--- src/rtl/swan128_ctr_ctrl.sv ---
// swan128_ctr_ctrl: CTR-mode front end for the serial SWAN128-K128 core.
// Each accepted block gets its own counter block {nonce, ctr}. The core is
// started on that block, and its keystream is XORed with the data on the way out.
// A watchdog flags a core that never answers.
//
// Ports:
//   clk, rst           clock, asynchronous active-high reset
//   cfg_load_i         load key/nonce/ctr (honoured in IDLE only)
//   cfg_key_i          cipher key
//   cfg_nonce_i        nonce, upper part of the counter block
//   cfg_ctr_i          initial counter, lower part of the counter block
//   in_valid_i/in_ready_o/in_data_i     input block stream
//   out_valid_o/out_ready_i/out_data_o  result stream (data ^ keystream)
//   err_o              sticky watchdog error
//   core_start_o       start pulse to the core
//   core_inp_o         counter block, driven only while starting
//   core_key_o         latched key
//   core_ready_i       core done
//   core_out_i         keystream block
//
// Optional build macro SWAN_CTR_PREFETCH_EN: keystream is generated ahead of
// data into ks_buf, so an accepted block returns after a single cycle.
module swan128_ctr_ctrl #(
  parameter int unsigned BLOCK_SIZE = 128,
  parameter int unsigned KEY_SIZE   = 128,
  parameter int unsigned CTR_SIZE   = 64,
  parameter int unsigned TIMEOUT    = 255
) (
  input  logic                           clk,
  input  logic                           rst,
  input  logic                           cfg_load_i,
  input  logic [KEY_SIZE-1:0]            cfg_key_i,
  input  logic [BLOCK_SIZE-CTR_SIZE-1:0] cfg_nonce_i,
  input  logic [CTR_SIZE-1:0]            cfg_ctr_i,
  input  logic                           in_valid_i,
  output logic                           in_ready_o,
  input  logic [BLOCK_SIZE-1:0]          in_data_i,
  output logic                           out_valid_o,
  input  logic                           out_ready_i,
  output logic [BLOCK_SIZE-1:0]          out_data_o,
  output logic                           err_o,
  output logic                           core_start_o,
  output logic [BLOCK_SIZE-1:0]          core_inp_o,
  output logic [KEY_SIZE-1:0]            core_key_o,
  input  logic                           core_ready_i,
  input  logic [BLOCK_SIZE-1:0]          core_out_i
);

  localparam int unsigned NONCE_SIZE = BLOCK_SIZE - CTR_SIZE;
  localparam int unsigned WDOG_W     = 8;
  localparam logic [WDOG_W-1:0] WDOG_LAST = WDOG_W'(TIMEOUT - 1);

  typedef enum logic [2:0] {
    ST_IDLE,
    ST_START,
    ST_GUARD,
    ST_WAIT,
    ST_OUT,
    ST_ERR
  } state_t;

  state_t                  state_q;
  logic                    cfg_ok_q;
  logic                    err_q;
  logic [KEY_SIZE-1:0]     key_q;
  logic [NONCE_SIZE-1:0]   nonce_q;
  logic [CTR_SIZE-1:0]     ctr_q;
  logic [WDOG_W-1:0]       wdog_q;
  logic                    in_ready_q;
  logic                    out_valid_q;
  logic [BLOCK_SIZE-1:0]   out_data_q;
  logic                    core_start_q;
  logic [BLOCK_SIZE-1:0]   core_inp_q;
`ifdef SWAN_CTR_PREFETCH_EN
  logic [BLOCK_SIZE-1:0]   ks_buf_q;
  logic                    ks_valid_q;
  logic                    out_hold_c;

  // Result still pending after this edge; blocks a new accept.
  assign out_hold_c = out_valid_q & ~out_ready_i;
`else
  logic [BLOCK_SIZE-1:0]   data_q;
`endif

  // Controller FSM; all outputs are registered alongside the state.
  always_ff @(posedge clk or posedge rst) begin
    if (rst) begin
      state_q      <= ST_IDLE;
      cfg_ok_q     <= 1'b0;
      err_q        <= 1'b0;
      key_q        <= '0;
      nonce_q      <= '0;
      ctr_q        <= '0;
      wdog_q       <= '0;
      in_ready_q   <= 1'b0;
      out_valid_q  <= 1'b0;
      out_data_q   <= '0;
      core_start_q <= 1'b0;
      core_inp_q   <= '0;
`ifdef SWAN_CTR_PREFETCH_EN
      ks_buf_q     <= '0;
      ks_valid_q   <= 1'b0;
`else
      data_q       <= '0;
`endif
    end else begin
`ifdef SWAN_CTR_PREFETCH_EN
      // Output handshake runs independently of keystream generation.
      if (out_valid_q && out_ready_i) begin
        out_valid_q <= 1'b0;
      end
`endif
      case (state_q)
        ST_IDLE: begin
          if (cfg_load_i) begin
            // Configuration takes priority over a simultaneous input block.
            key_q    <= cfg_key_i;
            nonce_q  <= cfg_nonce_i;
            ctr_q    <= cfg_ctr_i;
            cfg_ok_q <= 1'b1;
`ifdef SWAN_CTR_PREFETCH_EN
            ks_valid_q <= 1'b0;
            in_ready_q <= 1'b0;
`else
            in_ready_q <= 1'b1;
`endif
          end else if (in_valid_i && in_ready_q) begin
            in_ready_q   <= 1'b0;
            core_start_q <= 1'b1;
            core_inp_q   <= {nonce_q, ctr_q};
            state_q      <= ST_START;
`ifdef SWAN_CTR_PREFETCH_EN
            // Consume the buffered keystream and immediately prefetch the next.
            out_data_q  <= in_data_i ^ ks_buf_q;
            out_valid_q <= 1'b1;
            ks_valid_q  <= 1'b0;
`else
            data_q <= in_data_i;
`endif
`ifdef SWAN_CTR_PREFETCH_EN
          end else if (cfg_ok_q && !ks_valid_q) begin
            // Self-issued keystream request, no data needed.
            core_start_q <= 1'b1;
            core_inp_q   <= {nonce_q, ctr_q};
            state_q      <= ST_START;
          end else begin
            in_ready_q <= ks_valid_q & ~out_hold_c;
          end
`else
          end else begin
            in_ready_q <= cfg_ok_q;
          end
`endif
        end

        ST_START: begin
          core_start_q <= 1'b0;
          core_inp_q   <= '0;
          ctr_q        <= ctr_q + CTR_SIZE'(1);
          state_q      <= ST_GUARD;
        end

        // core_ready may still be high from the previous operation here.
        ST_GUARD: begin
          wdog_q  <= '0;
          state_q <= ST_WAIT;
        end

        ST_WAIT: begin
          if (core_ready_i) begin
`ifdef SWAN_CTR_PREFETCH_EN
            ks_buf_q   <= core_out_i;
            ks_valid_q <= 1'b1;
            in_ready_q <= ~out_hold_c;
            state_q    <= ST_IDLE;
`else
            out_data_q  <= data_q ^ core_out_i;
            out_valid_q <= 1'b1;
            state_q     <= ST_OUT;
`endif
          end else if (wdog_q == WDOG_LAST) begin
            err_q   <= 1'b1;
            state_q <= ST_ERR;
          end else begin
            wdog_q <= wdog_q + WDOG_W'(1);
          end
        end

        ST_OUT: begin
`ifdef SWAN_CTR_PREFETCH_EN
          state_q <= ST_IDLE;
`else
          if (out_ready_i) begin
            out_valid_q <= 1'b0;
            in_ready_q  <= cfg_ok_q;
            state_q     <= ST_IDLE;
          end
`endif
        end

        // Terminal until reset.
        ST_ERR: begin
          state_q <= ST_ERR;
        end

        default: begin
          state_q <= ST_IDLE;
        end
      endcase
    end
  end

  assign in_ready_o   = in_ready_q;
  assign out_valid_o  = out_valid_q;
  assign out_data_o   = out_data_q;
  assign err_o        = err_q;
  assign core_start_o = core_start_q;
  assign core_inp_o   = core_inp_q;
  assign core_key_o   = key_q;

endmodule

--- config.mk ---
export PLATFORM = sky130hd
export DESIGN_NAME = swan128_ctr_ctrl
export DESIGN_NICKNAME = d
export VERILOG_FILES = /design/src/rtl/swan128_ctr_ctrl.sv
export SDC_FILE = /design/constraint.sdc
export NUM_CORES = 1
export LEC_CHECK = 0
export BUFFER_PORTS_ARGS = -buffer_cell sky130_fd_sc_hd__buf_2
export CORE_AREA = 2 2 357 359
export DETAILED_ROUTE_END_ITERATION = 10
export DIE_AREA = 0 0 359 361
export GPL_ROUTABILITY_DRIVEN = 0
export PLACE_DENSITY_LB_ADDON = 0.25
export SLEW_MARGIN = 0
export SYNTH_ARGS = -nofsm -noshare
export SYNTH_HDL_FRONTEND = slang
export SYNTH_SLANG_ARGS = --single-unit
--- constraint.sdc ---
create_clock -name clk -period 22.1 [get_ports clk]
set_input_delay 3.315 -clock clk [delete_from_list [all_inputs] [get_ports clk]]
set_output_delay 3.315 -clock clk [all_outputs]
set_load 0.01 [all_outputs]
[Yosys cells after proc, flatten, opt, wreduce, memory -nomap -nowiden]
Cells that the tools add are included.
Operators by class
  add/subtract/negate cells: 2
  eq/ne operators: 14
  multiplexer cells: 24
  bitwise gates (word level): 3
  reductions and logical operators: 16
Operators by type and width (count)
  128-bit 2-to-1 mux: 2
  128-bit case mux with 2 select lines: 1
  64-bit case mux with 2 select lines: 1
  128-bit XOR: 1
  64-bit by 1-bit adder with 64-bit output (second input constant): 1
  64-bit 2-to-1 mux: 1
  3-bit case mux with 6 select lines: 1
  8-bit 2-to-1 mux: 2
  8-bit case mux with 2 select lines: 1
  3-bit 2-to-1 mux: 5
  3-bit AND reduction: 5
  2-bit != test (second input constant): 7
  8-bit by 1-bit adder with 8-bit output (second input constant): 1
  8-bit == test (second input constant): 1
  2-bit AND reduction: 4
  2-bit nonzero test: 4
  1-bit 2-to-1 mux: 7
  3-bit by 2-bit == test with 1-bit output (second input constant): 2
  3-bit == test (second input constant): 2
  1-bit case mux with 2 select lines: 3
  4-bit AND reduction: 1
  3-bit by 1-bit == test with 1-bit output (second input constant): 1
  3-bit logical NOT: 1
  3-bit != test (second input constant): 1
  2 further kinds: 3
Storage, ports and cells
  register bits: 656
  output and inout bits: 388

[Depth between registers and ports, before layout]
  word-level depth: 4
  mapped depth: 10
  mapped depth without buffers: 7

[Worst setup path after synthesis]
No wires, ideal clock.
  kind: input to register
  start: in in_valid_i
  end: reg data_q[127]
  setup time: 125 ps
  arrival time: 4668 ps
  setup slack: 17307 ps
  stages on the path: 5
  path through: nand3_1 -> nor4_1 -> clkbuf_1 -> buf_2 -> mux2_2
Between the ends
  cells in the longest elaborated chain, start to end: 2
RTL lines
  start, declared: line 35  | input logic in_valid_i,
  1-bit logical AND: line 127  | end else if (in_valid_i && in_ready_q) begin
  3-bit AND reduction (no line)
  end signal, assigned: line 138  | data_q <= in_data_i;
  end, declared: line 82  | logic [BLOCK_SIZE-1:0] data_q;
No other way between the ends.
A chain may end at the register's enable or synchronous reset.

==> impl_results.md <==
* Status: finished clean
* Crit-path slowest cell: buf_4
* Yosys Warn Count at 0
* Register share of total power at about two fifths
* WHS Path Cells at 2
* Cells after synthesis at 2,476
* Clk_lat worst skew at approximately 0.68 ns
* Fin nets at about 3,900
* Routed wire length per instance at 19.64 µm
* Root Driver: clkbuf_16
* Crit path kind: primary input to asynchronous set/reset pin
* Clock power share at 26.1%
* Bufs on Longest Clock Path at 3
* Adder-cell share of the synthesized area at 0.1410%
* Vias in the first global route at 21,788
* CP dominant cell by count: buf_4
* Largest family of logic cells by synthesized area: simple AND/OR/NAND/NOR gates
* Post-synthesis compound-gate area fraction at a little over a tenth
* # H-tree levels at 3
* DPL Wire Length at between 70,000 and 80,000 µm
* Reg2Reg Launch Point: state_q[0]$_DFFE_PP0P_
* First-pass GRT wire length at between 100,000 and 150,000 µm
* Die area at roughly 130,000 µm²
* Post-synthesis sequential area ratio at 61.67%
* Worst-Margin Slew at 1.247 ns
* CP arrival at between 7 and 8 ns
* DRC at 0
* Die Y at around 360 µm
* Relative slew slack at between 10% and 20%
* Critical-path cell list: buf_2, inv_8, buf_4, buf_4, buf_4, buf_4
* Layout area overhead at 33.98%
* Hold Buf Count CTS at 0
* Worst hold endpoint: core_key_o[64]$_DFFE_PP0P_
* Area share of and/or/nand/nor cells after synthesis at between 15 and 20%
* CTS tree: done
* Avg Synthesized Cell Area at around 11 µm²
* Fin crit period at ~6.6 ns
* Max FO, Critical Path at 135
* Crit path max-delay family: buffers and inverters
* GRT overflow at 0
* Vias post-DR at ~21,000
* Cell row count at 130
* Commonest non-fill, non-tap cell in the layout: buf_2
* Total power draw at 5.285 mW
* Initial DRC Count at between 1,000 and 1,500
* Sw Ratio at 37.83%
* Fraction of layout cells with a size suffix above 1 at roughly 36%
* NetSw at between 1.5 and 2 mW
* Hold Vio Cnt, Final at 0
* Leakage at 17.82 nW
* Via density at 4.242
* Cell Pwr Density at between 100 and 150 nW/µm²
* Comb pwr share at between 30% and 40%
* Worst clock skew at 0.02166 ns
* Largest net degree at the start of global routing at around 160
* CTS Buf Count at ~80
* Startpoint types: primary input
* Asr flop ratio synth at 100.0%
* CP endpoint kind: asynchronous set/reset pin
* Synth Register Bits at ~660
* Initial core utilization at between 20% and 30%
* P_int at 3.285 mW
* Critical path required time at about 23 ns
* Syn nets at between 2,000 and 3,000
* R2r setup slk at 18.46 ns
* Clock transition at path regs at about 0.060 ns
* FF-to-FF path depth at 7
* Hold_sp: core_key_o[64]$_DFFE_PP0P_
* Postcts setup bufs at 0
* RSZ-0062 raised after global routing: no
* Num ports at slightly above 900
* Final Max Slew Viols at 0
* Setup TNS at 0 ns
* # resized after CTS at 0
* Post-synthesis xor/xnor area fraction at between 4 and 5%
* Initial antenna violation count at 39
* Final WL at between 90,000 and 100,000 µm
* Largest stage delay on the critical path at between 0.8 and 0.9 ns
* Hold Crit Class: register to register
* Number of max-cap violations at 0
* Cell area after synthesis at 26,620 µm²
* EDFF count, synth at 0
* Peak supply drop at ~0.076 mV
* ANT nets after route at 0
* Mux share of post-synthesis cell area at 5.415%
* Worst R2R End: ctr_q[39]$_DFFE_PP0P_
* Die width at around 360 µm
* Core area at approximately 130,000 µm²
* # setup viols final at 0
* Final Cycle Share at slightly below 30%
* Ys flop type: dfrtp_1
* TritonRoute pass-1 iters at 7
* Highest clock rate at 0.1526 GHz
* Synth cell types at 59
* Port bufs at 905
* Tot GR Track Use at 15.01%
* Buffers & Inverters on Critical Path at 6
* CTS Sinks at between 600 and 700
* Most frequent cells in the layout: 905 x buf_2, 773 x nand2_1, 656 x dfrtp_1, 149 x o21ai_0, 132 x xnor2_1
power groups by stage:
stage                     registers, mW  clock network, mW  logic [mW]
final                              2.13               1.38        1.77
after global routing               2.22               1.48        1.97
after CTS                          2.14               1.43        1.83
after detailed placement           2.16                  0        1.82
after global placement             2.15                  0        1.80
after floorplan                    2.20                  0       0.936
worst max-delay path by stage:
| stage | start | endpoint | slack [ns] | depth (start not counted) |
|---|---|---|---|---|
| finish | rst | core_inp_o[0]$_DFFE_PP0P_ | 15.55 | 6 |
| global route | rst | core_inp_o[87]$_DFFE_PP0P_ | 14.91 | 6 |
| CTS | rst | nonce_q[23]$_DFFE_PP0P_ | 15.32 | 6 |
| detailed placement | rst | core_inp_o[91]$_DFFE_PP0P_ | 14.57 | 6 |
| global placement | rst | core_inp_o[3]$_DFFE_PP0P_ | 14.54 | 6 |
| floorplan | rst | cfg_ok_q$_DFFE_PP0P_ | 0.40 | 1 |
state kept, by name, summed over array words and instances, names as in the netlist:
name	count
data_q	128
state_q	3
nonce_q	64
err_o	1
cfg_ok_q	1
core_key_o	128
in_ready_o	1
out_data_o	128
core_start_o	1
out_valid_o	1
ctr_q	64
wdog_q	8
core_inp_o	128
logic make-up after synthesis:
logic type,Yosys count
flops,656
mux,128
buf+inv,167
simple gates,984
xor+xnor,135
compound gates,403
fa+ha+maj,3
metrics by stage:
stage	cell area, µm²	hold slack [ns]	setup WS (ns)	std cells	util, %
after CTS	35650	0.4700	15.32	5056	28.43
after global placement	32870	0.4533	14.54	4905	26.21
after floorplan	26620	0.4346	0.4023	2476	-
after global routing	35660	0.4800	14.91	5060	28.43
final	35670	0.4656	15.55	5063	28.44
after detailed placement	32870	0.4563	14.57	4905	26.21
cell type report:
cell class | instances | area (µm²)
Tap cell | 1650 | 2064
Fill cell | 13396 | 89740
Timing Repair Buffer | 931 | 4737
Clock inverter | 33 | 379.1
Antenna cell | 7 | 17.52
Clock buffer | 118 | 2397
Inverter | 15 | 63.81
Sequential cell | 656 | 16420
Multi-Input combinational cell | 1653 | 9592
Yosys cell counts (3+ instances only):
library cell / number / area share (%)
a211o_1: 3 / 0.099
a211oi_1: 13 / 0.37
a21o_1: 5 / 0.14
a21oi_1: 24 / 0.45
a22o_1: 128 / 4.2
a22oi_1: 5 / 0.14
a311oi_1: 15 / 0.49
a31oi_1: 8 / 0.19
a41oi_1: 4 / 0.13
and2_1: 5 / 0.12
and3_1: 7 / 0.16
and4_1: 11 / 0.36
buf_1: 6 / 0.085
buf_2: 23 / 0.43
clkbuf_1: 121 / 1.7
dfrtp_1: 656 / 62
ha_1: 3 / 0.14
inv_1: 15 / 0.21
mux2_2: 128 / 5.4
nand2_1: 773 / 11
nand3_1: 39 / 0.73
nand4_1: 25 / 0.59
nor2_1: 66 / 0.93
nor3_1: 22 / 0.41
nor4_1: 4 / 0.094
o211ai_1: 10 / 0.28
o21a_1: 3 / 0.085
o21ai_0: 150 / 2.8
o221a_2: 4 / 0.17
o22ai_1: 8 / 0.19
o311ai_0: 7 / 0.23
o32ai_1: 3 / 0.099
or3_1: 10 / 0.24
or4_1: 5 / 0.14
xnor2_1: 132 / 4.3
xor2_1: 3 / 0.099
layer usage:
layer | track usage [%] | share of wire [%]
met2 | 25.73 | 49
met5 | 0 | 0.33
met3 | 5.488 | 7.6
met4 | 3.591 | 2.2
met1 | 17.79 | 41
tightest hold or removal path: cells and delay by family (launching register included):
kind / cells / cell delay, ns
simple gates: 2 / 0.10
flops: 1 / 0.33
Note: power is estimated with default switching activity, not from simulation.
